===== config.mk =====
export PLATFORM = sky130hd
export DESIGN_NAME = arm_ctrl_fsm
export DESIGN_NICKNAME = d
export VERILOG_FILES = /design/src/rtl/arm_ctrl_fsm.sv
export SDC_FILE = /design/constraint.sdc
export NUM_CORES = 1
export LEC_CHECK = 0
export BUFFER_PORTS_ARGS = -buffer_cell sky130_fd_sc_hd__buf_4
export CAP_MARGIN = 20
export CORE_AREA = 2 2 39 41
export CTS_BUF_LIST = sky130_fd_sc_hd__clkbuf_16
export DETAILED_ROUTE_END_ITERATION = 6
export DIE_AREA = 0 0 41 43
export GPL_ROUTABILITY_DRIVEN = 0
export MAX_ROUTING_LAYER = met4
export PLACE_DENSITY = 0.7
export SYNTH_ARGS = -nofsm -noshare
export SYNTH_HDL_FRONTEND = slang
export SYNTH_SLANG_ARGS = --single-unit

===== constraint.sdc =====
create_clock -name clk -period 1.2 [get_ports clk]
set_input_delay 0.06 -clock clk [delete_from_list [all_inputs] [get_ports clk]]
set_output_delay 0.06 -clock clk [all_outputs]
set_load 0.05 [all_outputs]

===== src/rtl/arm_ctrl_fsm.sv =====
// arm_ctrl_fsm: multicycle ARM main controller FSM plus ALU/flag decode.
// Latency: Moore outputs, valid in the same cycle the state is registered; one state per clock.
// Backpressure: none; advances every cycle and relies on the IR holding stable after FETCH.
//
// Ports:
//   clk, reset           rising-edge clock, synchronous active-high reset (-> FETCH)
//   Op, Funct, Rd        instruction fields from the latched instruction register
//   state                current FSM state code (debug/verification)
//   IRWrite, AdrSrc,
//   ALUSrcA, ALUSrcB,
//   ResultSrc            datapath load enable and mux selects
//   ALUControl           00 ADD, 01 SUB, 10 AND, 11 ORR
//   ImmSrc, RegSrc       combinational decode of Op, valid in every state
//   NextPC               unconditional PC write during fetch
//   RegW, MemW, FlagW,
//   PCS                  write requests, later gated by CondEx in the condition logic
module arm_ctrl_fsm (
   input  logic       clk,
   input  logic       reset,
   input  logic [1:0] Op,
   input  logic [5:0] Funct,
   input  logic [3:0] Rd,
   output logic [3:0] state,
   output logic       IRWrite,
   output logic       AdrSrc,
   output logic       ALUSrcA,
   output logic [1:0] ALUSrcB,
   output logic [1:0] ResultSrc,
   output logic [1:0] ALUControl,
   output logic [1:0] ImmSrc,
   output logic [1:0] RegSrc,
   output logic       NextPC,
   output logic       RegW,
   output logic       MemW,
   output logic [1:0] FlagW,
   output logic       PCS
);

   typedef enum logic [3:0] {
      FETCH    = 4'd0,
      DECODE   = 4'd1,
      MEMADR   = 4'd2,
      MEMRD    = 4'd3,
      MEMWB    = 4'd4,
      MEMWR    = 4'd5,
      EXECUTER = 4'd6,
      EXECUTEI = 4'd7,
      ALUWB    = 4'd8,
      BRANCH   = 4'd9,
      UNKNOWN  = 4'd10
   } state_t;

   state_t state_q;
   state_t state_d;

   // Internal strobes: aluop enables the ALU/flag decode, branch feeds PCS.
   logic aluop;
   logic branch;

   // ---------------------------------------------------------------
   // State register
   // ---------------------------------------------------------------
   always_ff @(posedge clk) begin
      if (reset) begin
         state_q <= FETCH;
      end else begin
         state_q <= state_d;
      end
   end

   assign state = state_q;

   // ---------------------------------------------------------------
   // Next-state logic
   // ---------------------------------------------------------------
   always_comb begin
      state_d = FETCH;
      case (state_q)
         FETCH:  state_d = DECODE;
         DECODE: begin
            case (Op)
               2'b00:   state_d = Funct[5] ? EXECUTEI : EXECUTER;
               2'b01:   state_d = MEMADR;
               2'b10:   state_d = BRANCH;
               default: state_d = UNKNOWN;
            endcase
         end
         // Funct[0] is the L bit for memory instructions.
         MEMADR:   state_d = Funct[0] ? MEMRD : MEMWR;
         MEMRD:    state_d = MEMWB;
         MEMWB:    state_d = FETCH;
         MEMWR:    state_d = FETCH;
         EXECUTER: state_d = ALUWB;
         EXECUTEI: state_d = ALUWB;
         ALUWB:    state_d = FETCH;
         BRANCH:   state_d = FETCH;
         UNKNOWN:  state_d = FETCH;
         // Codes 11-15 are not reachable from reset but recover to FETCH.
         default:  state_d = FETCH;
      endcase
   end

   // ---------------------------------------------------------------
   // Moore output decode
   // ---------------------------------------------------------------
   always_comb begin
      IRWrite   = 1'b0;
      AdrSrc    = 1'b0;
      ALUSrcA   = 1'b0;
      ALUSrcB   = 2'b00;
      ResultSrc = 2'b00;
      NextPC    = 1'b0;
      RegW      = 1'b0;
      MemW      = 1'b0;
      aluop     = 1'b0;
      branch    = 1'b0;
      case (state_q)
         FETCH: begin
            IRWrite   = 1'b1;
            NextPC    = 1'b1;
            ALUSrcA   = 1'b1;
            ALUSrcB   = 2'b10;
            ResultSrc = 2'b10;
         end
         // PC+8 is formed here so R15 reads see the architectural value.
         DECODE: begin
            ALUSrcA   = 1'b1;
            ALUSrcB   = 2'b10;
            ResultSrc = 2'b10;
         end
         MEMADR: begin
            ALUSrcB = 2'b01;
         end
         MEMRD: begin
            AdrSrc = 1'b1;
         end
         MEMWB: begin
            ResultSrc = 2'b01;
            RegW      = 1'b1;
         end
         MEMWR: begin
            AdrSrc = 1'b1;
            MemW   = 1'b1;
         end
         EXECUTER: begin
            aluop = 1'b1;
         end
         EXECUTEI: begin
            ALUSrcB = 2'b01;
            aluop   = 1'b1;
         end
         ALUWB: begin
            RegW = 1'b1;
         end
         BRANCH: begin
            ALUSrcB   = 2'b01;
            ResultSrc = 2'b10;
            branch    = 1'b1;
         end
         default: begin
            // UNKNOWN and illegal codes: everything stays at its default of 0.
         end
      endcase
   end

   // ---------------------------------------------------------------
   // ALU and flag-write decode
   // Flags are only requested while aluop is high (EXECUTE states), so
   // they update one cycle ahead of the ALUWB register write.
   // ---------------------------------------------------------------
   always_comb begin
      ALUControl = 2'b00;
      FlagW      = 2'b00;
      if (aluop) begin
         case (Funct[4:1])
            4'b0100: begin   // ADD
               ALUControl = 2'b00;
               FlagW      = {Funct[0], Funct[0]};
            end
            4'b0010: begin   // SUB
               ALUControl = 2'b01;
               FlagW      = {Funct[0], Funct[0]};
            end
            4'b0000: begin   // AND: logical ops leave C,V alone
               ALUControl = 2'b10;
               FlagW      = {Funct[0], 1'b0};
            end
            4'b1100: begin   // ORR
               ALUControl = 2'b11;
               FlagW      = {Funct[0], 1'b0};
            end
            default: begin
               // Unsupported cmd: no ALU function selected, no flag update.
               ALUControl = 2'b00;
               FlagW      = 2'b00;
            end
         endcase
      end
   end

   // ---------------------------------------------------------------
   // Combinational field decode and PC-write request
   // ---------------------------------------------------------------
   assign ImmSrc = Op;
   assign RegSrc = {(Op == 2'b01), (Op == 2'b10)};

   // A register write to R15 is a PC write; branches always request one.
   assign PCS = ((Rd == 4'hF) & RegW) | branch;

endmodule


== After elaboration in Yosys (flattened, before gate mapping) ==
Cells that the tools add are included.

* Register bits after elaboration: 4
* Bits in latches: 0
* Bits in writable memories: 0
* Memory bits (read-only): 0
* Bits of input ports: 14
* Memories: 0

* Add/subtract/negate cells: 0
* $mul: 0
* Div/mod/pow operators: 0
* Order comparisons: 0
* Eq/ne operators: 15
* Shift operators: 0
* Mux-type cells: 17
* Bitwise gates (word level): 2
* Reduce and logical (&&, ||, !) cells: 11

{| class="wikitable"
|+ Operators by type and width
! operator !! count
|-
| $eq A4 B3 Y1 const B || 5
|-
| $pmux W4 S5 || 1
|-
| $eq A4 B4 Y1 const B || 4
|-
| $eq A4 B2 Y1 const B || 3
|-
| $pmux W2 S2 || 3
|-
| $pmux W4 S3 || 1
|-
| $reduce_or A2 Y1 || 6
|-
| $logic_not A4 Y1 || 2
|-
| $mux W1 || 8
|-
| $pmux W2 S3 || 1
|-
| $reduce_or A3 Y1 || 2
|-
| $eq A4 B1 Y1 const B || 1
|-
| $mux W2 || 2
|-
| $mux W3 || 1
|-
| $eq A2 B1 Y1 const B || 1
|-
| $eq A2 B2 Y1 const B || 1
|-
| $logic_not A2 Y1 || 1
|-
| $and A1 B1 Y1 || 1
|-
| $or A1 B1 Y1 || 1
|}

== Depth between registers and ports, before layout ==
Gate-level depths: netlist (run 1).

* Word-level depth: 5
* Gate-level depth with buffers: 4
* Gate-level depth less buffers: 3

== Worst setup path after synthesis (run 1) ==
OpenSTA, ideal clock, no wires.

* Path kind: register to output
* From: register state_q[1], in the netlist state[1]
* To: output port NextPC
* Arrival time: 2.857 ns
* Required time: 1.140 ns
* Setup slack: -1.717 ns
* Cell stages (with the launch flop): 5
* Path buffers: 3
* Cell sequence: dfxtp_1 > buf_4 > buf_2 > nor4_1 > buf_4

* Word-level cells in the longest chain between the ends: 2

{| class="wikitable"
|+ RTL lines
! item !! RTL line !! source
|-
| from (decl) || 53 || <nowiki>state_t state_q;</nowiki>
|-
| from (signal assigned) || 67 || <nowiki>state_q <= state_d;</nowiki>
|-
| $logic_not A4 Y1 || n/a ||
|-
| $mux W1 || n/a ||
|-
| to (decl) || 32 || <nowiki>output logic NextPC,</nowiki>
|}

No other way between the ends.

== Worst setup path in the final report (run 1) ==
* From: register state_q[3], in the netlist state[3]
* To: output port FlagW[1]

* Word-level cells in the longest chain between the ends: 4

{| class="wikitable"
|+ RTL lines
! item !! RTL line !! source
|-
| $eq A4 B3 Y1 || 117 || <nowiki>case (state_q)</nowiki>
|-
| $reduce_or A2 Y1 (no line) * || n/a ||
|-
| $mux W1 * || 117 ||
|-
| $mux W2 * || 174 || <nowiki>if (aluop) begin</nowiki>
|-
| to (decl) || 35 || <nowiki>output logic [1:0] FlagW,</nowiki>
|}

Every way passes the cells marked *; elsewhere a longest branch is shown, timed or not.

==> metrics.cfg, run 1 <==
[timing]
fmax_ghz=0.6637
finalCritPeriodShare_pct=125.6
finalHoldViolations=0
rsz0062_at_grt=yes
slew_headroom_pct=70.61
worstMarginPinSlew_ns=0.4400
hold_slack_ns=0.006789
report.final.slew_viol_count=0
post-route-min-period_ns=1.507
finalClockSkew_ns=0.004858
layout_setup_ws_ns=-0.3068
setup_viol=18

[detailed_routing]
drt_iter0_markers=11
num_vias=750
antenna_left=0
drc=0
wl_per_cell_um=24.96
totalWireLength_mm=3.145
drtPass1Iterations=4
viasPerCell=5.952

[floorplan]
die_w_um=41
dieHeight_um=43
coreArea_mm2=0.001384
dieArea_mm2=0.001763
io_pins=37
initial_core_util_pct=31.37
num_rows=14

[grt]
met2_usage_pct=50.31
grt_max_degree=13
overflow=0
grt_pass1_wl_mm=3.905
grt.busiest_layer=met2
grt.total_usage_pct=34.75
grt_pass1_vias=780
grt_antenna_before_repair=0
grt_use_met1_pct=37.25
grt_use_met3_pct=9.424

[logic_synthesis]
synth_edf_count=0
synth.most_common_cell=nor3_1
synth.avg_cell_area_um2=7.486
ys_ff_latch=4
synthTopCellsByArea=dfxtp_1 18%, xnor2_1 8.1%, nor2b_1 7.2%
synthesis.nets=72
yosysWarnings=0
yosysTopAreaCell=dfxtp_1
synth_top_area_share_pct=18.44
synthArstFlopShare_pct=0
yosys-top-cells-count=6 x nor3_1, 5 x nor2b_1, 4 x buf_4, 4 x dfxtp_1, 4 x xnor2_1
syn_area_um2=434.2
synth_cell_types=26
ys_seq_area_share_pct=18.44
synth_flop_cell=dfxtp_1
synthCells=58

[place]
dpl-instance-area_um2=919.6
port_buffers=36
dp_hpwl_mm=1.176

[clock_tree]
htreeDepth=1
cts.sink_count=4
clk-insertion-delay-late_ns=0.23
cts_buffer_depth=2
path_clk_slew_ns=0.03
cts_tree=yes
cts_inserted_buffers=3
cts_root_buffer=clkbuf_16

[cells_and_area]
final_cell_area_mm2=0.001315
area_growth_pct=202.9
insertedDiodeCount=0
nets=126
drive_above_1_share_pct=81.82
fillers=31
largest_reg_flops=4

[min_path]
holdPathStages=2
hold_path.class=in -> reg

[critical_path]
slowest_stage=dfxtp_4
crit_type=reg -> out
worstRegToRegCells=3
required_ns=1.14
cp_max_fo=4
end_kind=primary output
start_kind=flip-flop
cp.arrival_ns=1.45
worstPathCellList=nand4bb_4 > or2_4 > a211oi_4 > buf_6
cp_slowest_stage_delay_ns=0.35

[flow_run]
max-cap-violations=0

[outcome]
status=finished with violations
violations=negative setup slack

[pwr]
p_total_mw=1.582
p_per_area_mw_per_mm2=1203
leakage_nw=0.5176
peakVddDrop_mv=0.9592

## worst paths after layout
kind | start | end | slack [ns]
setup / recovery | state[3] | FlagW[1] | -0.31
hold / removal | reset | state[3] | 0.007
setup reg to reg | state[3] | state[2] | -0.07
hold reg to reg | state[0] | state[0] | 0.64
## layout by cell type, fill, tap and decap left out, types with 3 or more instances in the layout
master and instances:
nor3_4 4, buf_4 31, clkbuf_16 3, buf_8 3
nor2b_1 5, buf_6 20, dfxtp_4 4
## stage by stage
step	util (%)	worst slack [ns]	TNS, ns	cells
2_1_floorplan	-	-0.4397	-3.633	58
4_1_cts	90.24	-0.2686	-2.503	125
3_3_place_gp	66.46	-0.03095	-0.07689	112
3_5_place_dp	66.46	-0.05838	-0.1214	112
6_report	95.03	-0.3068	-2.851	126
5_1_grt	95.03	-0.3535	-3.599	126
## what timing repair did
action,4_1_cts,5_1_grt
resized for setup,34,10
hold buffers,0,0
buffers inserted,9,4
pin swaps,8,8
setup endpoints to repair,17,19
cloned,1,0
endpoints found under the hold margin,0,0
## power breakdown
part,internal (mW),switching [mW],total [mW],leakage [nW]
Combinational,0.367,0.510,0.877,0.445
Clock,0.427,0.102,0.529,0.0370
Sequential,0.146,0.0290,0.175,0.0356
Total,0.940,0.641,1.58,0.518
## routing by layer
layer	vias to the layer above	routed length, µm	share of wire [%]
li1	315	-	-
met1	353	1043	33
met2	54	1641	52
met3	28	196	6.2
met4	0	263	8.4
met5	-	0	0
## worst max-delay path, delay by kind of cell (launching register included)
| kind | cells | cell delay (ns) |
|---|---|---|
| and+or+nand+nor | 2 | 0.50 |
| DFF | 1 | 0.35 |
| buffers and inverters | 1 | 0.19 |
| AOI/OAI and AO/OA | 1 | 0.18 |
## final cells by class
| cell class | count | area, µm² | share of cell area, % |
|---|---|---|---|
| inverter | 2 | 7.507 | 0.5709 |
| timing repair buffer | 57 | 570.5 | 43.39 |
| multi-input combinational | 44 | 546.8 | 41.58 |
| tap | 16 | 20.02 | 1.522 |
| sequential | 4 | 95.09 | 7.231 |
| clock buffer | 3 | 75.07 | 5.709 |
## cells by family after synthesis
logic type / count (synthesis) / share of synthesized area, %
AOI/OAI and AO/OA: 12 / 20.46
xor gates and xnor gates: 4 / 8.068
buffers and inverters: 10 / 12.97
DFF: 4 / 18.44
and+or+nand+nor: 28 / 40.06
Power figures use the tool's default switching activity.
==> run 2, diff against run 1 <==
- ABC_AREA: unset -> 1
==> metrics.cfg, run 2 <==
[place]
port_buffers=36  ; unchanged
dp_slack_ns=0.08086  ; was -0.05838 ns
dp_hpwl_mm=1.143  ; was 1.176 mm
dpl-instance-area_um2=804.5  ; was 919.6 µm²
placed_cells=128  ; was 112

[logic_synthesis]
synthTopCellsByArea=dfxtp_1 19%, nand2_1 16%, nor2_1 12%  ; was dfxtp_1 18%, xnor2_1 8.1%, nor2b_1 7.2%
synthArstFlopShare_pct=0  ; unchanged
synth_flop_cell=dfxtp_1  ; unchanged
synth.most_common_cell=nand2_1  ; was nor3_1
synth.avg_cell_area_um2=5.574  ; was 7.486 µm²
ys_seq_area_share_pct=18.66  ; was 18.44%
synthCells=77  ; was 58
ys_ff_latch=4  ; unchanged
synth_cell_types=15  ; was 26
yosysWarnings=0  ; unchanged
synth_top_area_share_pct=18.66  ; was 18.44%
synthesis.nets=91  ; was 72
yosys-top-cells-count=18 x nand2_1, 14 x nor2_1, 9 x nand3_1  ; was 6 x nor3_1, 5 x nor2b_1, 4 x buf_4, 4 x dfxtp_1, 4 x xnor2_1
yosysTopAreaCell=dfxtp_1  ; unchanged
synth_edf_count=0  ; unchanged
syn_area_um2=429.2  ; was 434.2 µm²

[cells_and_area]
final_core_utilization_pct=77.67  ; was 95.03%
final_cell_area_mm2=0.001075  ; was 0.001315 mm²
multi_input_area_um2=401.6  ; was 546.8 µm²
nets=140  ; was 126
largest_reg_flops=4  ; unchanged
insertedDiodeCount=0  ; unchanged
layout_commonest_cell=buf_4  ; unchanged
final_cell_mix=35 x buf_4, 12 x nand2_1, 11 x nor2_1, 8 x nand3_1  ; was 31 x buf_4, 20 x buf_6, 5 x nor2b_1, 4 x nor3_4, 4 x dfxtp_4
fin_cells=140  ; was 126
drive_above_1_share_pct=68.55  ; was 81.82%
regArea_um2=95.09  ; unchanged
area_growth_pct=150.4  ; was 202.9%
fillers=108  ; was 31

[pwr]
leakage_nw=0.5020  ; was 0.5176 nW
peakVddDrop_mv=1.067  ; was 0.9592 mV
p_per_area_mw_per_mm2=1253  ; was 1203 mW/mm²

[floorplan]
die_w_um=41  ; unchanged
io_pins=37  ; unchanged
initial_core_util_pct=31.01  ; was 31.37%
num_rows=14  ; unchanged
dieHeight_um=43  ; unchanged
dieArea_mm2=0.001763  ; unchanged
coreArea_mm2=0.001384  ; unchanged

[critical_path]
cp_max_fo=5  ; was 4
crit_top_cell=buf_6
start_kind=flip-flop  ; unchanged
r2r_slack_ns=0.08  ; was -0.07 ns
r2r-end=state[2]  ; unchanged
crit_type=reg -> out  ; unchanged
cp_slowest_stage_delay_ns=0.36  ; was 0.35 ns
worstRegToRegCells=6  ; was 3
end_kind=primary output  ; unchanged
slowest_stage=dfxtp_4  ; unchanged
worstPathCellList=inv_4 > nand3_2 > buf_6 > a21oi_4 > buf_6  ; was nand4bb_4 > or2_4 > a211oi_4 > buf_6
cp.arrival_ns=1.19  ; was 1.45 ns
required_ns=1.14  ; about the same
crit-reg2reg-launch=state[2]  ; was state[3]

[grt]
grt_pass1_wl_mm=2.456  ; was 3.905 mm
grt_max_degree=8  ; was 13
overflow=0  ; unchanged
grt_pass1_vias=642  ; was 780
grt_antenna_before_repair=0  ; unchanged
grt.total_usage_pct=20.58  ; was 34.75%

[clock_tree]
cts_hold_buffers=0  ; unchanged
htreeDepth=1  ; unchanged
cts.sink_count=4  ; unchanged
clk-insertion-delay-late_ns=0.22  ; was 0.23 ns
cts_tree=yes  ; unchanged
cts_buffer_depth=2  ; unchanged
path_clk_slew_ns=0.03  ; about the same
cts_root_buffer=clkbuf_16  ; unchanged
cts_inserted_buffers=3  ; unchanged

[detailed_routing]
totalWireLength_mm=1.602  ; was 3.145 mm
wl_per_cell_um=11.44  ; was 24.96 µm
num_vias=661  ; was 750
antenna_left=0  ; unchanged
viasPerCell=4.721  ; was 5.952
drt_iter0_markers=4  ; was 11
drc=0  ; unchanged
drtPass1Iterations=2  ; was 4

[timing]
report.final.slew_viol_count=0  ; unchanged
slew_headroom_pct=82.00  ; was 70.61%
layout_setup_ws_ns=-0.05290  ; was -0.3068 ns
post-route-min-period_ns=1.253  ; was 1.507 ns
finalClockSkew_ns=0.0004981  ; was 0.004858 ns
finalCritPeriodShare_pct=104.4  ; was 125.6%
worstMarginPinSlew_ns=0.2693  ; was 0.4400 ns
setup_viol=8  ; was 18
finalHoldViolations=0  ; unchanged
rsz0062_at_grt=yes  ; unchanged
fmax_ghz=0.7981  ; was 0.6637 GHz

[min_path]
whs_endpoint=state[1]  ; was state[3]
hold_path.class=in -> reg  ; unchanged
holdPathStages=2  ; unchanged
hp-start=reset  ; unchanged

[outcome]
status=finished with violations  ; unchanged
violations=negative setup slack  ; unchanged

[flow_run]
max-cap-violations=0  ; unchanged

run 2: changes by cell type after synthesis, sizes merged, moves of 3 or more:
cell   before  now
inv         2   10
buf         7    4
nand2       3   20
nor3        6    0
xnor2       4    0
nor2b       5    0
nand3       0   10
nor2        2   19
a21oi       3    7
run 2: layer usage:
metal | wire, µm | track usage [%] | vias to the layer above
met5 | 0 | - | -
met4 | 10 | 6.000 | 0
met3 | 91 | 3.665 | 2
met2 | 890 | 37.81 | 24
met1 | 610 | 20.26 | 300
li1 | - | - | 335
run 2: layout make-up:
class                           instances  area share (%)
Clock buffer                            3           6.985
Sequential cell                         4           8.848
Inverter                               10           4.773
Timing Repair Buffer                   48           40.16
Tap cell                               16           1.863
Multi-Input combinational cell         59           37.37
run 2: how the worst max path moves through the flow:
stage,start,endpoint,slack [ns],cells after the start
2_1_floorplan,state[1],PCS,-0.16,6
3_3_place_gp,state[0],ALUSrcB[0],0.07,5
6_report,state[3],ALUControl[0],-0.05,5
3_5_place_dp,state[0],ResultSrc[1],0.08,5
5_1_grt,state[3],ALUSrcB[0],-0.1,6
4_1_cts,state[3],FlagW[1],-0.04,6
run 2: worst max-delay path: cells and delay by family (launching register included):
kind / cells / cell delay [ns]
AO/OA/AOI/OAI: 1 / 0.11
buffers and inverters: 3 / 0.40
flip-flops: 1 / 0.36
AND/OR/NAND/NOR: 1 / 0.10
run 2: kinds of logic after synthesis:
family          after synthesis  share of synthesized area [%]
buf+inv                      14                          16.62
compound gates               10                          12.54
simple gates                 49                          52.18
flops                         4                          18.66
run 2: per-stage QoR:
step                      setup TNS, ns  hold WS, ns  total power, mW
after global routing            -0.6178      0.02656            1.395
final                           -0.2877      0.02081            1.347
after detailed placement              0       0.2434           0.7287
after CTS                       -0.2635      0.01945            1.329
after floorplan                 -0.6481       0.1194           0.5813
after global placement                0       0.2413           0.7271
run 2: repair_timing:
item / CTS / global route
endpoints found under the setup margin: 10 / 11
gates resized for setup: 27 / 7
pin swaps: 4 / 5
buffers inserted: 8 / 1
run 2: power by group:
group / total (mW) / leakage, nW / internal [mW] / switching, mW
Clock: 0.512 / 0.0370 / 0.425 / 0.0870
Combinational: 0.657 / 0.429 / 0.239 / 0.418
Sequential: 0.177 / 0.0356 / 0.147 / 0.0308
Total: 1.35 / 0.502 / 0.811 / 0.536
==> run 3, diff against run 2 <==
- GPL_TIMING_DRIVEN: unset -> 0
==> metrics.cfg, run 3 (synthesis gave the netlist of run 2 again) <==
[outcome]
status=finished with violations  ; unchanged
violations=negative setup slack  ; unchanged

[detailed_routing]
drt_iter0_markers=10  ; was 4
viasPerCell=4.884  ; was 4.721
drc=0  ; unchanged
totalWireLength_mm=2.008  ; was 1.602 mm
wl_per_cell_um=13.75  ; was 11.44 µm
num_vias=713  ; was 661
antenna_left=0  ; unchanged
drtPass1Iterations=4  ; was 2

[critical_path]
start_kind=flip-flop  ; unchanged
path_buf_inv=3  ; unchanged
crit-reg2reg-launch=state[2]  ; unchanged
crit_type=reg -> out  ; unchanged
required_ns=1.14  ; about the same
r2r-end=state[0]  ; was state[2]
cp.arrival_ns=1.24  ; was 1.19 ns
worstPathCellList=inv_4 > nand2_2 > nor2_4 > buf_4 > buf_6  ; was inv_4 > nand3_2 > buf_6 > a21oi_4 > buf_6
cp_slowest_stage_delay_ns=0.39  ; was 0.36 ns
worstRegToRegCells=6  ; unchanged
r2r_slack_ns=0.05  ; was 0.08 ns
end_kind=primary output  ; unchanged
cp_max_fo=5  ; unchanged
path_delay_family=flip-flops  ; was buffers and inverters
slowest_stage=dfxtp_4  ; unchanged

[place]
port_buffers=36  ; unchanged
dp_hpwl_mm=1.103  ; was 1.143 mm
dp_slack_ns=-0.03714  ; was 0.08086 ns
placed_cells=129  ; was 128
dpl-instance-area_um2=819.5  ; was 804.5 µm²

[cells_and_area]
area_growth_pct=169.1  ; was 150.4%
final_cell_mix=39 x buf_4, 12 x nand2_1, 11 x nor2_1, 9 x buf_6, 8 x nand3_1  ; was 35 x buf_4, 12 x nand2_1, 11 x nor2_1, 8 x nand3_1
drive_above_1_share_pct=70.77  ; was 68.55%
nets=146  ; was 140
fin_cells=146  ; was 140
final_core_utilization_pct=83.45  ; was 77.67%
layout_commonest_cell=buf_4  ; unchanged
final_cell_area_mm2=0.001155  ; was 0.001075 mm²
largest_reg_flops=4  ; unchanged
insertedDiodeCount=0  ; unchanged

[clock_tree]
cts_tree=yes  ; unchanged
clk-insertion-delay-late_ns=0.22  ; about the same
cts_inserted_buffers=3  ; unchanged
cts_buffer_depth=2  ; unchanged
cts_root_buffer=clkbuf_16  ; unchanged
path_clk_slew_ns=0.03  ; about the same
htreeDepth=1  ; unchanged
cts_hold_buffers=0  ; unchanged
cts.sink_count=4  ; unchanged

[timing]
rsz0062_at_grt=yes  ; unchanged
layout_setup_ws_ns=-0.09834  ; was -0.05290 ns
fmax_ghz=0.7702  ; was 0.7981 GHz
finalCritPeriodShare_pct=108.2  ; was 104.4%
finalHoldViolations=0  ; unchanged
fin_setup_tns_ns=-0.5589  ; was -0.2877 ns
report.final.slew_viol_count=0  ; unchanged
post-route-min-period_ns=1.298  ; was 1.253 ns
worstMarginPinSlew_ns=0.2586  ; was 0.2693 ns
setup_viol=10  ; was 8
slew_headroom_pct=82.72  ; was 82.00%
finalClockSkew_ns=0.0006520  ; was 0.0004981 ns

[min_path]
hold_path.class=in -> reg  ; unchanged
hp-start=reset  ; unchanged
whs_endpoint=state[0]  ; was state[1]
holdPathStages=2  ; unchanged

[floorplan]
initial_core_util_pct=31.01  ; unchanged
die_w_um=41  ; unchanged
io_pins=37  ; unchanged
dieArea_mm2=0.001763  ; unchanged
num_rows=14  ; unchanged
dieHeight_um=43  ; unchanged
coreArea_mm2=0.001384  ; unchanged

[pwr]
p_per_area_mw_per_mm2=1267  ; was 1253 mW/mm²
leakage_nw=0.5414  ; was 0.5020 nW
peakVddDrop_mv=1.251  ; was 1.067 mV

[grt]
grt_pass1_wl_mm=2.787  ; was 2.456 mm
overflow=0  ; unchanged
grt_antenna_before_repair=0  ; unchanged
grt_pass1_vias=650  ; was 642
grt.total_usage_pct=24.20  ; was 20.58%
grt_max_degree=10  ; was 8

[flow_run]
max-cap-violations=0  ; unchanged

==> run 3: what timing repair did <==
item / CTS / global route
resized for setup: 30 / 8
pin swaps: 8 / 1
setup endpoints to repair: 12 / 15
setup buffers: 13 / 2
==> run 3: worst max path at each step <==
stage                     startpoint        to  slack, ns  cells past startpoint
after detailed placement    state[1]  FlagW[0]      -0.04                      6
after global placement      state[1]  FlagW[0]      -0.02                      6
after floorplan             state[1]       PCS      -0.16                      6
after global routing        state[2]    NextPC      -0.14                      5
final                       state[2]    NextPC       -0.1                      5
after CTS                   state[3]  FlagW[1]      -0.09                      6
==> run 3: final cells by class <==
class | count | area, µm²
Buffer | 3 | 22.52
Clock buffer | 3 | 75.07
Fill cell | 76 | 229.0
Inverter | 10 | 53.80
Multi-Input combinational cell | 59 | 421.7
Sequential cell | 4 | 95.09
Tap cell | 16 | 20.02
Timing Repair Buffer | 51 | 466.7
==> run 3: where the power goes <==
part	switching (mW)	total (mW)	internal, mW
registers	0.0410	0.188	0.147
logic	0.447	0.754	0.307
clock network	0.0961	0.522	0.426
total	0.584	1.46	0.880
==> run 3: metal layers <==
layer  GRT usage (%)  part of all wire, %  vias up
met5               -                    0        -
met4           8.000                 0.70        0
met3           4.712                  4.7        2
met2           44.69                   59       32
met1           22.90                   36      332
li1                -                    -      347
==> run 3: stage by stage <==
step,power (mW),hold WS (ns)
6_report,1.464,0.01806
5_1_grt,1.516,0.01542
4_1_cts,1.404,0.007041
3_5_place_dp,0.7454,0.2397
3_3_place_gp,0.7428,0.2446
2_1_floorplan,0.5813,0.1194
==> run 3: worst reg2reg max path, cell delays in order, from the launching register on <==
cell and delay [ns]:
dfxtp_4 0.39, nor2_4 0.14, nand2_2 0.07, buf_4 0.13
buf_4 0.12, buf_4 0.12, a21oi_2 0.11
